===== config.mk =====
export PLATFORM = sky130hd
export DESIGN_NAME = clint_timer_unit_flat
export DESIGN_NICKNAME = d
export VERILOG_FILES = /design/src/rtl/taiga_types.sv /design/src/rtl/clint_timer_unit_if.sv /design/src/rtl/clint_mtimecmp_reg.sv /design/src/rtl/clint_timer_unit.sv /design/src/flat_wrapper.sv
export SDC_FILE = /design/constraint.sdc
export NUM_CORES = 1
export LEC_CHECK = 0
export ABC_AREA = 1
export CAP_MARGIN = 30
export CORE_ASPECT_RATIO = 1.75
export CORE_MARGIN = 2
export CORE_UTILIZATION = 65
export CTS_CLUSTER_DIAMETER = 200
export DETAILED_ROUTE_END_ITERATION = 7
export GPL_ROUTABILITY_DRIVEN = 0
export GPL_TIMING_DRIVEN = 1
export PLACE_DENSITY_LB_ADDON = 0.1
export SLEW_MARGIN = 20
export SYNTH_ARGS = -nofsm -noshare
export SYNTH_HDL_FRONTEND = slang
export SYNTH_SLANG_ARGS = --single-unit

===== constraint.sdc =====
create_clock -name clk -period 4.8 [get_ports clk]
set_input_delay 0.48 -clock clk [delete_from_list [all_inputs] [get_ports clk]]
set_output_delay 0.48 -clock clk [all_outputs]
set_load 0.02 [all_outputs]

===== src/rtl/taiga_types.sv =====
// taiga_types: shared CLINT address map, offset type and byte-lane merge helper
package taiga_types;
    typedef logic [15:0] clint_addr_t;
    localparam clint_addr_t CLINT_MSIP_BASE = 16'h0000;
    localparam clint_addr_t CLINT_MTIMECMP_BASE = 16'h4000;
    localparam clint_addr_t CLINT_MTIME_BASE = 16'hBFF8;
    function automatic logic [31:0] merge_be(input logic [31:0] old, input logic [31:0] wd, input logic [3:0] be);
        logic [31:0] r;
        for (int i = 0; i < 4; i++) r[8*i +: 8] = be[i] ? wd[8*i +: 8] : old[8*i +: 8];
        return r;
    endfunction
endpackage


===== src/rtl/clint_timer_unit_if.sv =====
// clint_timer_unit_if: single-cycle peripheral bus port of the CLINT
interface clint_timer_unit_if;
    import taiga_types::*;
    logic req;
    logic wr;
    clint_addr_t addr;
    logic [31:0] wdata;
    logic [3:0] be;
    logic ack;
    logic [31:0] rdata;
    modport master (output req, wr, addr, wdata, be, input ack, rdata);
    modport slave (input req, wr, addr, wdata, be, output ack, rdata);
endinterface


===== src/rtl/clint_mtimecmp_reg.sv =====
// clint_mtimecmp_reg: one hart's 64-bit mtimecmp with byte-enable writes and registered mtip
module clint_mtimecmp_reg import taiga_types::*; (
    input  logic        clk,
    input  logic        rst,
    input  logic        we_lo,
    input  logic        we_hi,
    input  logic [31:0] wdata,
    input  logic [3:0]  be,
    input  logic [63:0] mtime,
    output logic [63:0] cmp,
    output logic        irq
);
    always_ff @(posedge clk) begin
        if (rst) begin
            cmp <= '1;
            irq <= 1'b0;
        end else begin
            if (we_lo) cmp[31:0] <= merge_be(cmp[31:0], wdata, be);
            if (we_hi) cmp[63:32] <= merge_be(cmp[63:32], wdata, be);
            irq <= mtime >= cmp;
        end
    end
endmodule


===== src/rtl/clint_timer_unit.sv =====
// clint_timer_unit: core-local interruptor with mtime, per-hart mtimecmp/msip and a 1-cycle bus port
module clint_timer_unit import taiga_types::*; #(
    parameter int          NUM_HARTS     = 2,
    parameter int          TICK_DIV      = 1,
    parameter clint_addr_t BASE_MSIP     = CLINT_MSIP_BASE,
    parameter clint_addr_t BASE_MTIMECMP = CLINT_MTIMECMP_BASE,
    parameter clint_addr_t BASE_MTIME    = CLINT_MTIME_BASE
) (
    input  logic                 clk,
    input  logic                 rst,
    clint_timer_unit_if.slave    bus,
    output logic [NUM_HARTS-1:0] timer_interrupt,
    output logic [NUM_HARTS-1:0] sw_interrupt
);
    localparam int PW = TICK_DIV > 1 ? $clog2(TICK_DIV) : 1;
    logic [PW-1:0] prescaler;
    logic tick;
    logic [63:0] mtime;
    logic [NUM_HARTS-1:0] msip;
    logic [63:0] cmp_val [NUM_HARTS];
    logic [NUM_HARTS-1:0] cmp_we_lo, cmp_we_hi;
    logic [13:0] wa, msip_w, cmp_w, mt_w;
    logic msip_hit, cmp_hit, mt_hit, wr_en, mt_we_lo, mt_we_hi, rd_msip;
    logic [63:0] rd_cmp;
    logic [31:0] rd_val, mt_lo_nxt, mt_hi_nxt;
    // word-granular offsets into each region; addresses below a base wrap high and miss
    assign wa = bus.addr[15:2];
    assign msip_w = wa - BASE_MSIP[15:2];
    assign cmp_w = wa - BASE_MTIMECMP[15:2];
    assign mt_w = wa - BASE_MTIME[15:2];
    assign msip_hit = msip_w < 14'(NUM_HARTS);
    assign cmp_hit = cmp_w[13:1] < 13'(NUM_HARTS);
    assign mt_hit = cmp_w == cmp_w && mt_w[13:1] == '0;
    assign wr_en = bus.req & bus.wr;
    assign mt_we_lo = wr_en & mt_hit & ~mt_w[0];
    assign mt_we_hi = wr_en & mt_hit & mt_w[0];
    assign tick = prescaler == PW'(TICK_DIV - 1);
    always_comb begin
        rd_msip = 1'b0;
        rd_cmp = '0;
        for (int h = 0; h < NUM_HARTS; h++) begin
            if (msip_w[2:0] == 3'(h)) rd_msip = msip[h];
            if (cmp_w[3:1] == 3'(h)) rd_cmp = cmp_val[h];
        end
    end
    assign rd_val = mt_hit ? (mt_w[0] ? mtime[63:32] : mtime[31:0]) :
                    cmp_hit ? (cmp_w[0] ? rd_cmp[63:32] : rd_cmp[31:0]) :
                    msip_hit ? {31'b0, rd_msip} : '0;
    // a write to either mtime word suppresses the low-to-high carry of that tick
    assign mt_lo_nxt = mt_we_lo ? merge_be(mtime[31:0], bus.wdata, bus.be) : mtime[31:0] + 32'(tick);
    assign mt_hi_nxt = mt_we_hi ? merge_be(mtime[63:32], bus.wdata, bus.be) :
                       mtime[63:32] + 32'(tick & (&mtime[31:0]) & ~mt_we_lo);
    for (genvar h = 0; h < NUM_HARTS; h++) begin : g_cmp
        assign cmp_we_lo[h] = wr_en & cmp_hit & (cmp_w[3:1] == 3'(h)) & ~cmp_w[0];
        assign cmp_we_hi[h] = wr_en & cmp_hit & (cmp_w[3:1] == 3'(h)) & cmp_w[0];
        clint_mtimecmp_reg u_cmp (
            .clk(clk), .rst(rst), .we_lo(cmp_we_lo[h]), .we_hi(cmp_we_hi[h]),
            .wdata(bus.wdata), .be(bus.be), .mtime(mtime),
            .cmp(cmp_val[h]), .irq(timer_interrupt[h])
        );
    end
    always_ff @(posedge clk) begin
        if (rst) begin
            prescaler <= '0;
            mtime <= '0;
            msip <= '0;
            sw_interrupt <= '0;
            bus.ack <= 1'b0;
            bus.rdata <= '0;
        end else begin
            prescaler <= tick ? '0 : prescaler + 1'b1;
            mtime <= {mt_hi_nxt, mt_lo_nxt};
            sw_interrupt <= msip;
            bus.ack <= bus.req;
            bus.rdata <= (bus.req & ~bus.wr) ? rd_val : '0;
            for (int h = 0; h < NUM_HARTS; h++)
                if (wr_en && msip_hit && msip_w[2:0] == 3'(h) && bus.be[0]) msip[h] <= bus.wdata[0];
        end
    end
endmodule


===== src/flat_wrapper.sv =====
// flat-port wrapper written by rule: the top's interface ports become plain ports
module clint_timer_unit_flat import taiga_types::*;
#(
    parameter int          NUM_HARTS     = 2,
    parameter int          TICK_DIV      = 1,
    parameter clint_addr_t BASE_MSIP     = CLINT_MSIP_BASE,
    parameter clint_addr_t BASE_MTIMECMP = CLINT_MTIMECMP_BASE,
    parameter clint_addr_t BASE_MTIME    = CLINT_MTIME_BASE
)
  (clk, rst, timer_interrupt, sw_interrupt, bus_req, bus_wr, bus_addr, bus_wdata, bus_be, bus_ack, bus_rdata);
  clint_timer_unit_if bus_i ();
  input  logic clk;
  input  logic rst;
  output logic [NUM_HARTS-1:0] timer_interrupt;
  output logic [NUM_HARTS-1:0] sw_interrupt;
  input wire logic [$bits(bus_i.req)-1:0] bus_req;
  input wire logic [$bits(bus_i.wr)-1:0] bus_wr;
  input wire logic [$bits(bus_i.addr)-1:0] bus_addr;
  input wire logic [$bits(bus_i.wdata)-1:0] bus_wdata;
  input wire logic [$bits(bus_i.be)-1:0] bus_be;
  output wire logic [$bits(bus_i.ack)-1:0] bus_ack;
  output wire logic [$bits(bus_i.rdata)-1:0] bus_rdata;
  assign bus_i.req = bus_req;
  assign bus_i.wr = bus_wr;
  assign bus_i.addr = bus_addr;
  assign bus_i.wdata = bus_wdata;
  assign bus_i.be = bus_be;
  assign bus_ack = bus_i.ack;
  assign bus_rdata = bus_i.rdata;
  clint_timer_unit #(.NUM_HARTS(NUM_HARTS), .TICK_DIV(TICK_DIV), .BASE_MSIP(BASE_MSIP), .BASE_MTIMECMP(BASE_MTIMECMP), .BASE_MTIME(BASE_MTIME)) u_core (.clk(clk), .rst(rst), .bus(bus_i), .timer_interrupt(timer_interrupt), .sw_interrupt(sw_interrupt));
endmodule

# After elaboration in Yosys (flattened, before gate mapping)
# Index checks and enable logic that the tools add are counted.
# W data, S select, Z words.
# word_totals
in_bits	56
output_inout_bits	37
regBits	232
wordCells	113
# classes
reduce_logical	27
muxes	15
eq_ne	10
n_addsub	5
n_lt_le_gt_ge	4
bitwise	20
# ops
cell	count
$mux W32	6
$ge A64 B64 Y1	2
$mux W64	2
$add A32 B1 Y32	1
$add A32 B32 Y32	1
$and A32 B32 Y32	1
$mux W8	4
$not A1 Y32	1
$reduce_and A2 Y1	16
$reduce_and A32 Y1	1
$ne A2 B2 Y1 const B	8
$lt A14 B2 Y1 const B	1
$sub A14 B13 Y14 const B	1
$sub A14 B14 Y14 const B	1
$and A1 B1 Y1	13
$logic_not A13 Y1	1
$lt A13 B2 Y1 const B	1
$eq A3 B1 Y1 const B	2
$logic_not A3 Y1	2
$logic_and A1 B1 Y1	5
$not A1 Y1	5
$reduce_or A2 Y1	2
$mux W1	3
$add A1 B1 Y1 const B	1

# Depth between registers and ports, before layout
# Gate-level depths: netlist (run 1).
# logic_depth
depth_word	8
mapped_depth	19
depth_no_buf	18

# Hierarchy
# A second synthesis (run 1) with hierarchy kept.
# hier_totals
cells_unflattened	2288
area_unflattened_um2	15367.2
# by_module_without_submodules
mod	seq_area_each_um2	area_each_um2	cells_each	instances
clint_mtimecmp_reg	1301.2	3877.5	505	2
clint_timer_unit	2042.0	7612.3	1278	1

# Worst setup path before layout (run 1)
# OpenSTA, ideal clock, no wires.
# synth_timing
path_type	input to register
from	input port bus_addr[2]
to	register u_core.mtime[56]
cell_stages	17
t_arrival_ns	2.737
path_slack_ns	1.946
n_path_buf	2
setup_time_ns	0.117
t_required_ns	4.683
cell_sequence	buf_2 > clkinv_1 > nand3_4 > inv_2 > buf_4 > nor2_1 > ha_1 > ha_1 > nand3_1 > nor2_1 > nand4_1 > nor2_1 > nand2_1 > nor2_1 > nand3_1 > o21ai_0 > nor2_1
# synth_via
elab_chain_cells	8
word_cells_on_any_way	11
cone_classes	add/sub: 2; eq/ne: 1; mux: 1; bitwise: 6; reduce/logical: 1
# synth_rtl
item	line_no	rtl
from (decl)	flat_wrapper.sv:18	input wire logic [$bits(bus_i.addr)-1:0] bus_addr;
$sub A14 B14 Y14 (*)	clint_timer_unit.sv:30	assign mt_w = wa - BASE_MTIME[15:2];
$logic_not A13 Y1	clint_timer_unit.sv:33	assign mt_hit = cmp_w == cmp_w && mt_w[13:1] == '0;
$and A1 B1 Y1	clint_timer_unit.sv:35, clint_timer_unit.sv:36	
$and A1 B1 Y1	clint_timer_unit.sv:35	assign mt_we_lo = wr_en & mt_hit & ~mt_w[0];
$not A1 Y32	clint_timer_unit.sv:52	mtime[63:32] + 32'(tick & (&mtime[31:0]) & ~mt_we_lo);
$and A32 B32 Y32	clint_timer_unit.sv:52	
$add A32 B32 Y32	clint_timer_unit.sv:52	
$mux W32	clint_timer_unit.sv:51	assign mt_hi_nxt = mt_we_hi ? merge_be(mtime[63:32], bus.wdata, bus.be) :
to (signal assigned)	clint_timer_unit.sv:72	mtime <= {mt_hi_nxt, mt_lo_nxt};
to (decl)	clint_timer_unit.sv:18	logic [63:0] mtime;
# Mark *: on every way between the ends. The rest lies on a longest branch, timed or not.
# A chain may end at the register's enable or synchronous reset.

# Worst setup path after layout (run 1)
# layout_timing
from	register u_core.mtime[23]
to	register u_core.mtime[56]
# layout_via
elab_chain_cells	5
# layout_rtl
item	line_no
$reduce_and A32 Y1	clint_timer_unit.sv:52
$and A1 B1 Y1	clint_timer_unit.sv:52
$and A32 B32 Y32	clint_timer_unit.sv:52
$add A32 B32 Y32	clint_timer_unit.sv:52
$mux W32	clint_timer_unit.sv:51
# No other way between the ends.

==> metrics.csv, run 1 <==
metric;value;unit
cp_data_arrival_time;3.84;ns
post-place-cells;2329;
htreeDepth;1;
cts_tree;built;
dpl.hpwl;36370;um
clockBufferDepth;3;
cts_resized;0;
synth_seq_cells;232;
grt.overflow.total;0;
worst_ep_required_time;5.23;ns
synth.area.mux_share;0;
crit_slowest_cell;dfxtp_1;
wl;51990;um
start_util;0.6622;
synth_top_family_by_area;compound AO/OA/AOI/OAI gates;
yosysSeqAreaShare;0.3165;
die_area;0.02384;mm^2
yosys_warnings;0;
stdcell_area;0.01648;mm^2
crit_path_cell_trace;inv_1 -> nor4_1 -> nand4_1 -> nor2_1 -> ha_1 -> ha_1 -> nand3_1 -> nor2_1 -> nand4_1 -> nor2_1 -> nand2_1 -> nor2_1 -> nand3_1 -> o21ai_0 -> nor2_1;
syn-num-nets;2213;
final_core_util;0.7436;
drive_gt1_frac;0.05491;
yosysMostFrequentCell;nand2_1;
comb_power_share;0.068;
period_needed;3.414;ns
slew_headroom;0.3644;
drt_iter0_drc;1765;
dominantRegCellSynth;dfxtp_1;
netSwitchingFraction;0.2418;
netlist_instances;2025;
syn2layout_area_growth;12.29;%
cp_common_cell;nor2_1;
synth_cell_types;47;
post_cts_buffers;0;
syn-cell-area;0.01468;mm^2
wl_met3;4865;um
drv_cap;0;
path_class;reg -> reg;
share_seq_of_total_power;0.467;
startpoint_type;flip-flop;
period_share;0.7113;
io_buffers;90;
setup_violations;0;
critPathBufInv;1;
cts.sinks;232;
highest_layer;met4;
clock-skew-final;0.01349;ns
grt_usage;0.4280;
hp-class;reg -> reg;
drcViolationCount;0;
grt_max_degree;114;
synthTopCellsByArea;dfxtp_1 32%, ha_1 11%, o221ai_1 10%;
placedInstanceArea;0.01565;mm^2
core-area;0.02216;mm^2
wl_met1;17540;um
post-synth-top-area-cell;dfxtp_1;
synth_compound_area_frac;0.2427;
hold_buffers;0;
io_pins;93;
p_switching;0.0009988;W
antenna_left;0;
synth_edf_count;0;
vias_per_cell;6.563;
num_rows;72;
timing.setup.tns;0;ns
internal-power;0.003132;W
cp_top_family;simple AND/OR/NAND/NOR gates;
die_h;202.8;um
avgSynthCellArea;7.247;um^2
peakVddDrop;0.3205;mV
crit_path_end_kind;flip-flop;
die_x;117.6;um
p_per_area;250.7;mW/mm^2
stdcell_count;2373;
insertion_delay;0.53;ns
reg2reg_slack;1.39;ns
antenna_found_initial;1;
hold_viol;0;
slew_viol_final;0;
grt_pass1_vias;15070;
dr.pass1.iters;6;
worst_pin_slew;0.9447;ns
synthTopCellsByCount;363 x nand2_1, 274 x inv_1, 232 x dfxtp_1;
yosysTopAreaCellShare;0.3165;
nNetsFinal;2248;
wl_met2;23890;um
outcome;finished, final reports clean;
rsz0062_at_grt;no;
cts_made_buffers;23;
clock.fmax;292.9;MHz
fillerInstances;1877;
cts-root-buf;clkbuf_16;
synthXorXnorAreaFrac;0.008952;
cpPeakStageDelay;0.60;ns
clock_power_share;0.465;
synth_adder_area_share;0.1125;
grt_pass1_wl;80630;um
yosys.area_share.simple;0.2161;
path_max_fanout;10;
clk_pin_slew;0.07;ns
design_power_total;0.004130;W
p_leak;7.805;nW
post_drt_wl_per_cell;21.91;um
vias;15570;
async_flop_share;0;
[logic make-up (layout without fill, tap and decap cells)]
kind of cell	count (synthesis)	after routing
buffers and inverters	381	432
adders and majority gates	132	132
DFF	232	232
other	1	2
AOI/OAI and AO/OA	550	550
xor gates and xnor gates	15	15
and+or+nand+nor	714	714
[cell usage in the layout (no fill, tap or decap), types with 5 or more instances in the layout]
master and n:
nor2_2 24, dfxtp_1 232, o21ai_1 14, clkdlybuf4s50_1 89, ha_1 132, a31oi_1 5, nand2_2 7, o21ai_0 141
buf_4 19, clkbuf_8 5, o221ai_1 167, clkbuf_16 23, nand3_1 97, nor4_1 9, nor2_4 5, nand4_1 34
o21a_1 8, nor2_1 132, clkinv_2 6, a21oi_1 145, nand2_1 361, o211ai_1 37, nor3_1 24, inv_1 274
o22ai_1 22, xor2_1 13
[metrics by stage]
stage                     hold slack, ns  setup WS [ns]
after floorplan                   0.4251          1.946
after global placement            0.4424          1.203
after detailed placement          0.4453          1.118
after CTS                         0.4541          1.545
after global routing              0.4797          1.069
final                             0.4567          1.386
[registers in the layout, summed over array words and instances, names as in the netlist]
| register | count |
|---|---|
| u_core.msip | 2 |
| u_core.sw_interrupt | 2 |
| u_core.g_cmp.u_cmp.irq | 2 |
| u_core.mtime | 64 |
| u_core.prescaler | 1 |
| u_core.bus.rdata | 32 |
| u_core.bus.ack | 1 |
| u_core.g_cmp.u_cmp.cmp | 128 |
[metal layers]
layer	global-route usage	up-vias
met4	0.4058	0
met1	0.4566	7116
li1	-	7148
met2	0.7076	1012
met5	0	-
met3	0.07893	297
[tightest hold or removal path: stages (launching register included)]
cell and delay [ns]:
dfxtp_1 0.31, inv_1 0.06, nor2_1 0.04
[path summary, 6_finish.rpt]
check | to | from | cells after the start
setup / recovery | u_core.mtime[56]$_SDFFE_PP0P_ | u_core.mtime[23]$_SDFFE_PP0P_ | 15
hold reg to reg | u_core.sw_interrupt[1]$_SDFF_PP0_ | u_core.msip[1]$_SDFFE_PP0P_ | 2
hold / removal | u_core.sw_interrupt[1]$_SDFF_PP0_ | u_core.msip[1]$_SDFFE_PP0P_ | 2
setup reg to reg | u_core.mtime[56]$_SDFFE_PP0P_ | u_core.mtime[23]$_SDFFE_PP0P_ | 15
[area by class of cell]
class / instances / area, um^2 / area share
Tap cell: 296 / 370.4 / 0.02248
Inverter: 280 / 1054 / 0.06393
Clock inverter: 10 / 127.6 / 0.007745
Sequential cell: 232 / 4644 / 0.2819
Timing Repair Buffer: 111 / 1094 / 0.06636
Clock buffer: 31 / 655.6 / 0.03979
Multi-Input combinational cell: 1412 / 8531 / 0.5177
Antenna cell: 1 / 2.502 / 0.0001519
[power groups by stage]
stage | registers (W) | clock network (W) | logic, W
6_report | 0.00193 | 0.00192 | 0.000282
5_1_grt | 0.00193 | 0.00199 | 0.000294
4_1_cts | 0.00193 | 0.00192 | 0.000267
3_5_place_dp | 0.00197 | 0 | 0.000266
3_3_place_gp | 0.00197 | 0 | 0.000262
2_1_floorplan | 0.00197 | 0 | 0.000142
Note: power is estimated with default switching activity, not from simulation.
==> run 2, diff against run 1 <==
--- a/config.mk
+++ b/config.mk
@@ -9,7 +9,7 @@
 export CAP_MARGIN = 30
 export CORE_ASPECT_RATIO = 1.75
 export CORE_MARGIN = 2
-export CORE_UTILIZATION = 65
+export CORE_UTILIZATION = 55
 export CTS_CLUSTER_DIAMETER = 200
 export DETAILED_ROUTE_END_ITERATION = 7
 export GPL_ROUTABILITY_DRIVEN = 0
==> constraint.sdc (replaced) <==
create_clock -name clk -period 2.9 [get_ports clk]
set_input_delay 0.29 -clock clk [delete_from_list [all_inputs] [get_ports clk]]
set_output_delay 0.29 -clock clk [all_outputs]
set_load 0.02 [all_outputs]
==> run 2 against run 1 <==
Effect of this change: clock power grew 82%; global-route usage shrank 3.9 points; first-iteration DRC count shrank 12%; clock-buffer cell count grew 1; combinational power grew 83%; setup slack lost 1.3 ns; hold slack lost 0.37 ns; die area grew 18%; total power grew 75%; core utilization shrank 8.1 points; critical endpoint is now u_core.mtime[54]$_SDFFE_PP0P_.
==> metrics.csv, run 2 (synthesized netlist as in run 1, its figures left out) <==
metric;value;unit;change
outcome;finished, final reports clean;;unchanged
r2r.worst_path.cells;16;;was 15
cts-root-buf;clkbuf_16;;unchanged
antenna_left;0;;unchanged
insertion_delay;0.55;ns;was 0.53 ns
post_drt_wl_per_cell;22.20;um;was 21.91 um
final_common_cell;nand2_1;;unchanged
die_area;0.02806;mm^2;was 0.02384 mm^2
start_util;0.5561;;was 0.6622
final_cell_mix;354 x nand2_1, 271 x inv_1, 219 x dfxtp_1;;was 361 x nand2_1, 274 x inv_1, 232 x dfxtp_1
period_share;0.9626;;was 0.7113
clock-skew-final;0.01497;ns;was 0.01349 ns
stdcell_count;2491;;was 2,373
slew_headroom;0.3097;;was 0.3644
hold_viol;0;;unchanged
hold_path_end;u_core.msip[1]$_SDFFE_PP0P_;;was u_core.sw_interrupt[1]$_SDFF_PP0_
io_buffers;90;;unchanged
worstReg2RegStart;u_core.prescaler$_SDFF_PP0_;;was u_core.mtime[23]$_SDFFE_PP0P_
hp-class;in -> reg;;was reg -> reg
placedInstanceArea;0.01641;mm^2;was 0.01565 mm^2
dpl.hpwl;39680;um;was 36,370 um
core-area;0.02639;mm^2;was 0.02216 mm^2
antenna_found_initial;0;;was 1
grt_pass1_wl;84600;um;was 80,630 um
timing.setup.tns;0;ns;unchanged
reg_top3;u_core.g_cmp.u_cmp.cmp x128, u_core.mtime x64, u_core.bus.rdata x32;;unchanged
grt.overflow.total;0;;unchanged
hold_buffers;0;;unchanged
cts.sinks;232;;unchanged
die_x;127.5;um;was 117.6 um
peakVddDrop;0.5298;mV;was 0.3205 mV
path_max_fanout;3;;was 10
htreeDepth;1;;unchanged
slew_viol_final;0;;unchanged
die_h;220.1;um;was 202.8 um
cts_made_buffers;24;;was 23
vias_per_cell;6.368;;was 6.563
p_per_area;412.4;mW/mm^2;was 250.7 mW/mm^2
nNetsFinal;2337;;was 2,248
drt_iter0_drc;1554;;was 1,765
drive_gt1_frac;0.1121;;was 0.05491
worst_ep_required_time;3.33;ns;was 5.23 ns
grt_usage;0.3894;;was 0.4280
rsz0062_at_grt;yes;;was no
worst_pin_slew;1.035;ns;was 0.9447 ns
drcViolationCount;0;;unchanged
top_register;u_core.g_cmp.u_cmp.cmp;;unchanged
min-delay-start;bus_addr[2];;was u_core.msip[1]$_SDFFE_PP0P_
hold_path_depth;3;;was 2
drv_cap;0;;unchanged
cts_tree;built;;unchanged
p_leak;8.335;nW;was 7.805 nW
stdcell_area;0.01749;mm^2;was 0.01648 mm^2
reg2reg_slack;0.11;ns;was 1.39 ns
num_rows;79;;was 72
cp_data_arrival_time;3.22;ns;was 3.84 ns
diodes;0;;was 1
r2r_end;u_core.mtime[54]$_SDFFE_PP0P_;;was u_core.mtime[56]$_SDFFE_PP0P_
syn2layout_area_growth;19.19;%;was 12.29%
path_class;reg -> reg;;unchanged
grt_max_degree;94;;was 114
clock.fmax;358.2;MHz;was 292.9 MHz
grt_pass1_vias;15430;;was 15,070
vias;15860;;was 15,570
hold_ws;0.08926;ns;was 0.4567 ns
clk_pin_slew;0.07;ns;about the same
wl;55310;um;was 51,990 um
period_needed;2.791;ns;was 3.414 ns
setup_violations;0;;unchanged
io_pins;93;;unchanged
dr.pass1.iters;6;;unchanged
crit_path_end_kind;flip-flop;;unchanged
largest_register_ff_count;128;;unchanged
post-place-cells;2441;;was 2,329
clockBufferDepth;3;;unchanged
startpoint_type;flip-flop;;unchanged
## run 2: area by class of cell
class / instances / area (um^2)
Clock inverter: 12 / 171.4
Clock buffer: 32 / 711.9
Multi-Input combinational cell: 1412 / 8661
Tap cell: 324 / 405.4
Inverter: 280 / 1054
Fill cell: 2323 / 8900
Sequential cell: 232 / 4661
Timing Repair Buffer: 199 / 1828
## run 2: routing by layer
metal	GRT usage	wire, um	up-vias
met5	0	0	-
met4	0.3531	5895	0
met3	0.05924	4257	337
met2	0.6660	26340	878
met1	0.4074	18820	7319
li1	-	-	7328
## run 2: worst max-delay path by stage
stage                                       start                             to  slack (ns)  cells past startpoint
CTS                 u_core.mtime[30]$_SDFFE_PP0P_  u_core.mtime[46]$_SDFFE_PP0P_        0.03                     15
floorplan                             bus_addr[2]  u_core.mtime[56]$_SDFFE_PP0P_        0.24                     17
global route          u_core.prescaler$_SDFF_PP0_  u_core.mtime[55]$_SDFFE_PP0P_       -0.07                     17
global placement                     bus_addr[14]  u_core.mtime[56]$_SDFFE_PP0P_       -0.06                     19
finish                u_core.prescaler$_SDFF_PP0_  u_core.mtime[54]$_SDFFE_PP0P_        0.11                     16
detailed placement                   bus_addr[14]  u_core.mtime[54]$_SDFFE_PP0P_       -0.12                     19
## run 2: timing repair
action / in CTS / in global routing
hold endpoints to repair: 0 / 0
pin swaps: 0 / 19
setup endpoints to repair: 4 / 18
buffers inserted: 0 / 6
gates resized for setup: 2 / 51
## run 2: metrics by stage
step           utilization  total power, W  setup slack, ns
6_report            0.6628        0.007214           0.1086
5_1_grt             0.6628        0.007370         -0.06824
4_1_cts             0.6554        0.007200          0.03148
3_5_place_dp        0.6216        0.003759          -0.1225
3_3_place_gp        0.6216        0.003756         -0.06467
2_1_floorplan            -        0.003501           0.2360
## run 2: where the power goes
group	switching (W)	total [W]	internal (W)
Sequential	0.00000225	0.00319	0.00319
Combinational	0.000351	0.000517	0.000166
Clock	0.00142	0.00350	0.00208
Total	0.00178	0.00721	0.00544
## run 2: worst max-delay path, cell delays in order, from the launching register on
cell     delay (ns)
dfxtp_2        0.32
inv_2          0.05
nand4_1        0.11
nor4_2         0.28
nand4_1        0.21
nor2_1         0.17
ha_2           0.25
ha_4           0.18
nand3_4        0.09
nor2_4         0.16
nand4_1        0.14
nor2_1         0.14
nand2_1        0.09
nor2_2         0.17
nand2_1        0.08
a21oi_1        0.17
nor2_1         0.06
